$ cat src/rtl/cmos_pixel_pack.sv
// cmos_pixel_pack: OV7670 byte stream -> packed 32-bit DDR write words.
// Turns RGB565 byte pairs into pixels and packs two pixels per word. Sensor settling frames are
// dropped, and each captured frame ends with a frame_switch pulse for the DDR FIFO controller.
// Optional feature: define CAPTURE_GRAY_EN to replace each pixel by its luma (RGB565 gray).
// This adds one pipeline stage.

module cmos_pixel_pack #(
   parameter int unsigned H_PIXELS    = 640,
   parameter int unsigned V_LINES     = 480,
   parameter int unsigned SKIP_FRAMES = 10
) (
   input  logic        camera_pclk,
   input  logic        reset,
   input  logic        init_done,
   input  logic        camera_vsync,
   input  logic        camera_href,
   input  logic [7:0]  camera_data,
   output logic        ddr_wren,
   output logic [31:0] ddr_data_camera,
   output logic        data_valid_wr,
   output logic        frame_switch,
   output logic        frame_err,
   output logic [15:0] frame_cnt
);

   localparam int unsigned FrameWords = H_PIXELS * V_LINES / 2;

   typedef enum logic [1:0] {StIdle, StSkip, StWaitVs, StActive} state_e;

   state_e      state_q, state_d;
   logic        init_done_q, vsync_q, vsync_prev_q, href_q;
   logic [7:0]  data_q;
   logic [31:0] skip_cnt_q;
   logic [1:0]  byte_cnt_q;
   logic [15:0] pix0_q;
   logic [7:0]  pix1_hi_q;
   logic [31:0] word_q;
   logic        word_vld_q;
   logic [31:0] word_cnt_q;
   logic        frame_switch_q, frame_err_q;
   logic [15:0] frame_cnt_q;
   logic        vs_rise, vs_fall, in_frame, frame_end, cap_en, frame_done;

   assign vs_rise = vsync_q & ~vsync_prev_q;
   assign vs_fall = ~vsync_q & vsync_prev_q;

   // Single input register stage; vsync_prev_q gives edge detection on the registered vsync.
   always_ff @(posedge camera_pclk) begin
      if (reset) begin
         init_done_q  <= 1'b0;
         vsync_q      <= 1'b0;
         vsync_prev_q <= 1'b0;
         href_q       <= 1'b0;
         data_q       <= 8'd0;
      end else begin
         init_done_q  <= init_done;
         vsync_q      <= camera_vsync;
         vsync_prev_q <= vsync_q;
         href_q       <= camera_href;
         data_q       <= camera_data;
      end
   end

   // FSM state register.
   always_ff @(posedge camera_pclk) begin
      if (reset) state_q <= StIdle;
      else       state_q <= state_d;
   end

   // FSM next state; losing init_done aborts from any state.
   always_comb begin
      state_d = state_q;
      if (!init_done_q) begin
         state_d = StIdle;
      end else begin
         unique case (state_q)
            StIdle:   state_d = StSkip;
            StSkip: begin
               if (SKIP_FRAMES == 0) begin
                  state_d = StWaitVs;
               end else if (vs_rise && (skip_cnt_q == SKIP_FRAMES - 1)) begin
                  state_d = StWaitVs;
               end
            end
            StWaitVs: if (vs_fall) state_d = StActive;
            StActive: if (vs_rise) state_d = StWaitVs;
            default:  state_d = StIdle;
         endcase
      end
   end

   // FSM outputs; a vsync rise closes the frame and discards any partial word on that cycle.
   always_comb begin
      in_frame      = (state_q == StActive) && init_done_q;
      data_valid_wr = in_frame;
      frame_end     = in_frame && vs_rise;
      cap_en        = in_frame && !vs_rise && href_q;
   end

   // Count settling frames (vsync rises) while in SKIP; cleared elsewhere.
   always_ff @(posedge camera_pclk) begin
      if (reset || (state_q != StSkip)) begin
         skip_cnt_q <= 32'd0;
      end else if (vs_rise) begin
         skip_cnt_q <= skip_cnt_q + 32'd1;
      end
   end

   // Byte assembly: b=0/1 pixel0 hi/lo, b=2/3 pixel1 hi/lo; a gap in href drops a partial word.
   always_ff @(posedge camera_pclk) begin
      if (reset) begin
         byte_cnt_q <= 2'd0;
         pix0_q     <= 16'd0;
         pix1_hi_q  <= 8'd0;
         word_q     <= 32'd0;
         word_vld_q <= 1'b0;
      end else begin
         word_vld_q <= 1'b0;
         if (cap_en) begin
            byte_cnt_q <= byte_cnt_q + 2'd1;
            unique case (byte_cnt_q)
               2'd0: pix0_q[15:8] <= data_q;
               2'd1: pix0_q[7:0]  <= data_q;
               2'd2: pix1_hi_q    <= data_q;
               2'd3: begin
                  word_q     <= {pix0_q, pix1_hi_q, data_q};
                  word_vld_q <= 1'b1;
               end
            endcase
         end else begin
            byte_cnt_q <= 2'd0;
         end
      end
   end

   // Words completed in the current frame; cleared when the frame starts.
   always_ff @(posedge camera_pclk) begin
      if (reset || ((state_q == StWaitVs) && vs_fall)) begin
         word_cnt_q <= 32'd0;
      end else if (cap_en && (byte_cnt_q == 2'd3)) begin
         word_cnt_q <= word_cnt_q + 32'd1;
      end
   end

`ifdef CAPTURE_GRAY_EN
   logic [31:0] gray_word_q;
   logic        gray_vld_q;
   logic        fs_pend_q;

   function automatic logic [15:0] to_gray(input logic [15:0] p);
      logic [7:0]  r, g, b;
      logic [15:0] y;
      r = {p[15:11], p[15:13]};
      g = {p[10:5], p[10:9]};
      b = {p[4:0], p[4:2]};
      y = 16'd77 * {8'd0, r} + 16'd150 * {8'd0, g} + 16'd29 * {8'd0, b};
      // y[15:8] is the 8-bit luma.
      return {y[15:11], y[15:10], y[15:11]};
   endfunction

   // Luma stage; a word still in flight when init_done drops is discarded.
   always_ff @(posedge camera_pclk) begin
      if (reset) begin
         gray_word_q <= 32'd0;
         gray_vld_q  <= 1'b0;
         fs_pend_q   <= 1'b0;
      end else begin
         gray_vld_q <= word_vld_q && init_done_q;
         fs_pend_q  <= frame_end;
         if (word_vld_q && init_done_q) begin
            gray_word_q <= {to_gray(word_q[31:16]), to_gray(word_q[15:0])};
         end
      end
   end

   assign ddr_wren        = gray_vld_q;
   assign ddr_data_camera = gray_word_q;
   // Delay the frame handshake so it follows the last word through the extra stage.
   assign frame_done      = fs_pend_q;
`else
   assign ddr_wren        = word_vld_q;
   assign ddr_data_camera = word_q;
   assign frame_done      = frame_end;
`endif

   // Frame handshake, frame counter and sticky word-count error.
   always_ff @(posedge camera_pclk) begin
      if (reset) begin
         frame_switch_q <= 1'b0;
         frame_cnt_q    <= 16'd0;
         frame_err_q    <= 1'b0;
      end else begin
         frame_switch_q <= frame_done;
         if (frame_done) begin
            frame_cnt_q <= frame_cnt_q + 16'd1;
            if (word_cnt_q != FrameWords) frame_err_q <= 1'b1;
         end
      end
   end

   assign frame_switch = frame_switch_q;
   assign frame_err    = frame_err_q;
   assign frame_cnt    = frame_cnt_q;

endmodule

$ cat config.mk
export PLATFORM = sky130hd
export DESIGN_NAME = cmos_pixel_pack
export DESIGN_NICKNAME = d
export VERILOG_FILES = /design/src/rtl/cmos_pixel_pack.sv
export SDC_FILE = /design/constraint.sdc
export NUM_CORES = 1
export LEC_CHECK = 0
export CELL_PAD_IN_SITES_DETAIL_PLACEMENT = 0
export CELL_PAD_IN_SITES_GLOBAL_PLACEMENT = 2
export CORE_MARGIN = 5
export CORE_UTILIZATION = 31
export CTS_BUF_LIST = sky130_fd_sc_hd__clkbuf_4 sky130_fd_sc_hd__clkbuf_8 sky130_fd_sc_hd__clkbuf_16
export CTS_CLUSTER_DIAMETER = 30
export DETAILED_ROUTE_END_ITERATION = 6
export PLACE_DENSITY = 0.8
export SYNTH_ARGS = -nofsm -noshare
export SYNTH_HDL_FRONTEND = slang
export SYNTH_SLANG_ARGS = --single-unit
$ cat constraint.sdc
create_clock -name camera_pclk -period 1.85 [get_ports camera_pclk]
set_input_delay 0.37 -clock camera_pclk [delete_from_list [all_inputs] [get_ports camera_pclk]]
set_output_delay 0.37 -clock camera_pclk [all_outputs]
set_load 0.03 [all_outputs]
==> flow_summary.ini, run 1 <==
[outcome]
status = finished, violations left
failed_checks = setup timing

[detailed_routing]
remaining_drc_errors = 0
antenna_left = 0
first_pass_iters = 5
drt_iter0_markers = 323
route.met2.wl_um = 8390
wl_met3_um = 716
routed.top_layer = met4
wl_per_cell_um = 14.8
wirelength_um = 17900
m1WireLength_um = 8680
via_per_inst = 4.98
via_count = 6033

[setup_path]
crit_type = register to register
cp_cell_sequence = ha_2 > nand4_1 > or3_4 > buf_8 > or4_4 > a21oi_2
cp.buffers_inverters = 1
path_max_fanout = 6
cp_top_family = simple AND/OR/NAND/NOR gates
cp-end-kind = register
cp.arrival_ns = 2.26
max_stage_delay_ns = 0.47
cp-start-kind = register
cpMaxStageDelayCell = or4_4
cp.required_ns = 2.20

[clock_tree]
htreeDepth = 4
cts_root_buf = clkbuf_16
numCtsBuffers = 17
cts_tree = yes
clk_pin_slew_ns = 0.07
cts.path.max_buffers = 2
clkLatencyLatePin_ns = 0.43
cts_hold_buffers = 0
clkSinkCount = 155

[power_and_ir_drop]
internal_power_mw = 5.52
power.share.combinational_pct = 2.2
p_sw_mw = 1.75
powerDensity_nw_per_um2 = 776
ir_drop_v = 0.000708
leakage_nw = 3.82
p_clk_share_pct = 51.4
p_seq_share_pct = 46.4
swShare_pct = 24.1

[cells_and_area]
layout-drive-gt1-share_pct = 24.3
finish.net_count = 945
syn_to_final_growth_pct = 40.6
final_cell_area_um2 = 9360
antennaDiodeCount = 0
fin_cells = 1211

[yosys]
syn_inst = 774
ys_ff_latch = 155
synth_warnings = 0
avgSynthCellArea_um2 = 8.60
ys_seq_area_share_pct = 46.6
synth_top_area_share_pct = 46.6
synth_edf_count = 0
syn_nets = 796
syn_area_um2 = 6660
yosys-top-cells-area = dfxtp_1 47%, nand2_1 6.1%, a21oi_1 5.9%
synth.distinct_cells = 48
synthFlopType = dfxtp_1
synth_top_cell_by_area = dfxtp_1
async_flop_share_pct = 0

[floorplanning]
initial_core_util_pct = 31.6
die_y_um = 157
die-width_um = 157
coreArea_um2 = 21100
rows = 53
dieArea_um2 = 24500
ios = 65

[timing]
clock_skew_ns = 0.0141
worstMarginPinSlew_ns = 0.608
finalMaxSlewViolations = 0
timing.final.crit_share_pct = 103
relSlewSlack_pct = 59.5
period_needed_ns = 1.90
fmax_mhz = 525
hold_violations = 0
fin_ws_ns = -0.0536
setup_viol = 3
grt_setup_unrepaired = yes
hold_slack_ns = 0.311
tns_ns = -0.109

[placement]
dp_cells = 1165
place.gp.congestion = 0.768
dpl-instance-area_um2 = 8250
dp_slack_ns = -0.0730
portBuffers = 64
dpl.hpwl_um = 11900

[global_routing]
grt_max_degree = 61
grt_usage_pct = 14.4
grt_pass1_wl_um = 28900
grt-ovfl-total = 0
grt_pass1_vias = 5687
antenna_found_initial = 0

[flow_run]
cap_violations = 0

[worst_hold_path]
hold_path.class = input port to register
==> worst register-to-register path, stage by stage, from the launching register on <==
cell	delay, ns
dfxtp_2	0.36
ha_2	0.17
nand4_1	0.13
or3_4	0.41
buf_8	0.15
or4_4	0.48
a21oi_2	0.13
==> per-stage QoR <==
| step | utilization, % | total power [mW] |
|---|---|---|
| floorplan | - | 3.52 |
| CTS | 42.4 | 7.36 |
| global route | 44.4 | 7.55 |
| finish | 44.4 | 7.27 |
| detailed placement | 39.1 | 3.60 |
| global placement | 39.1 | 3.60 |
==> timing repair <==
action	CTS	global route
pin swaps	2	29
gates resized for setup	41	77
buffers inserted	1	8
cloned	0	5
endpoints found under the setup margin	49	86
==> power by group through the flow <==
stage / Clock [mW] / Sequential (mW) / Combinational [mW]
final: 3.74 / 3.37 / 0.160
after global routing: 4.00 / 3.37 / 0.176
after CTS: 3.84 / 3.37 / 0.153
after detailed placement: 0 / 3.45 / 0.152
after global placement: 0 / 3.45 / 0.153
after floorplan: 0 / 3.44 / 0.0786
==> path summary, 6_finish.rpt <==
| check | startpoint | to | slack [ns] | depth (start not counted) |
|---|---|---|---|---|
| setup / recovery | word_cnt_q[0] | word_cnt_q[14] | -0.05 | 6 |
| hold / removal | reset | word_cnt_q[30] | 0.31 | 3 |
| setup reg to reg | word_cnt_q[0] | word_cnt_q[14] | -0.05 | 6 |
| hold reg to reg | frame_err | frame_err | 0.45 | 2 |
==> sequential cells by signal, indices dropped and copies added, names as in the netlist <==
signal and count:
ddr_data_camera 32, skip_cnt_q 32, word_cnt_q 32, frame_cnt 16, pix0_q 16, data_q 8, pix1_hi_q 8, byte_cnt_q 2
state_q 2, ddr_wren 1, frame_err 1, frame_switch 1, href_q 1, init_done_q 1, vsync_prev_q 1, vsync_q 1
==> kinds of logic after synthesis <==
logic type	after synthesis	synth area share, %
AO/OA/AOI/OAI	128	10.9
adder cells (fa/ha/maj)	9	1.69
XOR/XNOR	21	2.76
flip-flops	155	46.6
AND/OR/NAND/NOR	358	28.5
buffers and inverters	67	4.08
multiplexers	36	5.45
==> final cells by class <==
cell class	instances	area (um2)
inverter	21	80.1
clock buffer	17	425
timing repair buffer	174	1600
sequential	155	3130
tap	275	344
clock inverter	15	226
multi-input combinational	554	3560
fill	2125	11700
==> routing by layer <==
metal / GRT usage, % / vias up
li1: - / 3088
met1: 19.7 / 2833
met2: 23.0 / 103
met3: 3.76 / 9
met4: 3.22 / 0
met5: 0 / -
==> cell usage after synthesis, drive strengths merged, types with 9 or more instances <==
library cell and count:
nand3 26, a21oi 78, inv 20, nor2b 14, nor3 9, clkbuf 40
o31ai 27, o21ai 16, ha 9, dfxtp 155, or4 30, nor4 28
or3 28, nand4 24, nor2 57, nand2 108, mux2i 34, xnor2 15
==> layout by cell type (no fill, tap or decap), types with 8 or more instances in the layout <==
cell and n:
o31ai_1 24, mux2i_1 34, nor2b_1 13, dlygate4sd2_1 26, a21oi_2 10, nand3_1 25
dfxtp_1 133, clkbuf_16 20, nand2_1 108, dfxtp_2 22, or4_1 19, dlymetal6s2s_1 19
nor3_1 8, xnor2_1 15, nand4_1 22, clkdlybuf4s50_1 17, nor2_1 56, a21oi_1 68
buf_4 98, or4_4 11, inv_1 20, nor4_1 19, or3_1 24, o21ai_0 16
Note: power is estimated with default switching activity, not from simulation.
==> run 2: changes to the inputs <==
CORE_UTILIZATION = 35   (was 31)
MAX_ROUTING_LAYER = met4   (was unset)
PLACE_DENSITY = 0.85   (was 0.8)
clock period = 2.01 ns   (was 1.85 ns; I/O delays follow)
==> run 2 against run 1 <==
Net effect: sequential share of layout area grew 3.6 points; total power is 12% lower; count of clock-buffer cells in the layout is the same; critical path depth is 5 lower; global-route usage rose by 1.5 points; clock power is 16% lower; non-clock buffer count decreased by 65; clock skew down 0.0015 ns; the flow now finishes without violations; die area decreased by 11%; flip-flop and latch count unchanged; via count fell by 3.2%; critical path type is now register to primary output.
==> flow_summary.ini, run 2 (same netlist as run 1, synthesis figures left out) <==
[setup_path]
crit_type = register to primary output
max_stage_delay_ns = 0.71
r2r_slack_ns = 0.08
cp.arrival_ns = 1.56
cp-start-kind = register
cp-end-kind = primary output
cp_cell_sequence = clkdlybuf4s50_1
cp_top_family = buffers and inverters
cp.required_ns = 1.61
cpMaxStageDelayCell = clkdlybuf4s50_1
cp.buffers_inverters = 1
path_max_fanout = 4

[timing]
relSlewSlack_pct = 50.2
finalMaxSlewViolations = 0
hold_violations = 0
tns_ns = 0
timing.final.crit_share_pct = 97.5
setup_viol = 0
clock_skew_ns = 0.0125
fmax_mhz = 510
fin_ws_ns = 0.0510
worstMarginPinSlew_ns = 0.744
grt_setup_unrepaired = no
period_needed_ns = 1.96

[floorplanning]
die_y_um = 148
die-width_um = 148
coreArea_um2 = 18700
rows = 50
dieArea_um2 = 21900
ios = 65
initial_core_util_pct = 35.6

[clock_tree]
cts_setup_buffers = 0
cts_hold_buffers = 0
clk_pin_slew_ns = 0.07
cts.path.max_buffers = 2
cts_tree = yes
clkSinkCount = 155
numCtsBuffers = 17
htreeDepth = 4
cts_root_buf = clkbuf_16
clkLatencyLatePin_ns = 0.43

[cells_and_area]
finish.utilization_pct = 44.8
nFillCells = 1796
antennaDiodeCount = 0
finish.net_count = 878
fin_cells = 1103
multiInputGateArea_um2 = 3320
layout_common_cells = 153 x dfxtp_1, 108 x nand2_1, 78 x a21oi_1
syn_to_final_growth_pct = 25.9
layout-drive-gt1-share_pct = 11.5
register_area_um2 = 3110
final_common_cell = dfxtp_1

[power_and_ir_drop]
ir_drop_v = 0.000611
internal_power_mw = 4.89
p_seq_share_pct = 48.6
p_sw_mw = 1.50
swShare_pct = 23.5
powerDensity_nw_per_um2 = 761
p_clk_share_pct = 49.5
leakage_nw = 2.95
power.share.combinational_pct = 1.9

[global_routing]
grt_pass1_vias = 5644
grt_util_met2_pct = 24.6
grt-ovfl-total = 0
grt_use_met1_pct = 21.2
grt_usage_pct = 15.9
grt_pass1_wl_um = 28000
antenna_found_initial = 0
grt-busiest-layer = met2
grt_max_degree = 93
global_route.usage.met3_pct = 3.28

[placement]
dpl.hpwl_um = 11300
dp_cells = 1071
place.gp.congestion = 0.781
portBuffers = 64
dp_slack_ns = 0.0137

[detailed_routing]
wirelength_um = 16500
drt_iter0_markers = 358
antenna_left = 0
remaining_drc_errors = 0
via_count = 5841
wl_per_cell_um = 15.0
via_per_inst = 5.30
first_pass_iters = 4

[flow_run]
cap_violations = 0

[outcome]
status = finished clean

[worst_hold_path]
hold_path.class = input port to register
run 2: cell types whose count changed in the layout (fill, tap and decap cells not counted), sizes merged:
cell | previous run | this run
buf | 109 | 47
bufinv | 2 | 1
clkbuf | 20 | 17
clkdlybuf4s50 | 17 | 55
clkinv | 9 | 5
clkinvlp | 0 | 2
dlygate4sd2 | 26 | 2
dlymetal6s2s | 19 | 5
inv | 25 | 28
or3 | 30 | 28
run 2: power by group through the flow:
stage          Combinational, mW  Clock, mW  Sequential (mW)
4_1_cts                    0.123       3.26             3.10
5_1_grt                    0.134       3.40             3.10
3_5_place_dp               0.123          0             3.17
3_3_place_gp               0.121          0             3.17
6_report                   0.121       3.16             3.10
2_1_floorplan             0.0718          0             3.16
run 2: cell type report:
class / instances / area share, %
inverter: 21 / 0.940
timing repair buffer: 109 / 12.1
tap: 234 / 3.49
multi-input combinational: 552 / 39.6
clock inverter: 15 / 1.84
sequential: 155 / 37.0
clock buffer: 17 / 5.07
run 2: worst reg2reg max path, delay by kind of cell, from the launching register on:
| family | cells | cell delay [ns] |
|---|---|---|
| and+or+nand+nor | 3 | 0.95 |
| DFF | 1 | 0.42 |
| AOI/OAI and AO/OA | 1 | 0.15 |
| buffers and inverters | 2 | 0.35 |
run 2: worst paths after layout:
kind | startpoint | end | cells after the start
min | reset | word_cnt_q[27] | 3
max | frame_cnt[8] | frame_cnt[8] | 1
max reg2reg | vsync_q | frame_cnt[7] | 6
min reg2reg | frame_err | frame_err | 2
run 2: stage by stage:
stage	hold WS, ns	power (mW)	cell area [um2]
floorplan	0.432	3.24	6660
global placement	0.435	3.29	7750
detailed placement	0.445	3.30	7750
CTS	0.364	6.48	8330
global route	0.374	6.64	8390
finish	0.385	6.39	8390
run 2: repair_timing:
action | CTS | global route
setup endpoints to repair | 4 | 31
pin swaps | 0 | 2
resized for setup | 3 | 16
run 2: metal layers:
metal / vias to the layer above / share of wire [%]
li1: 2947 / -
met1: 2778 / 50
met2: 97 / 46
met3: 19 / 2.6
met4: 0 / 1.4
met5: - / 0
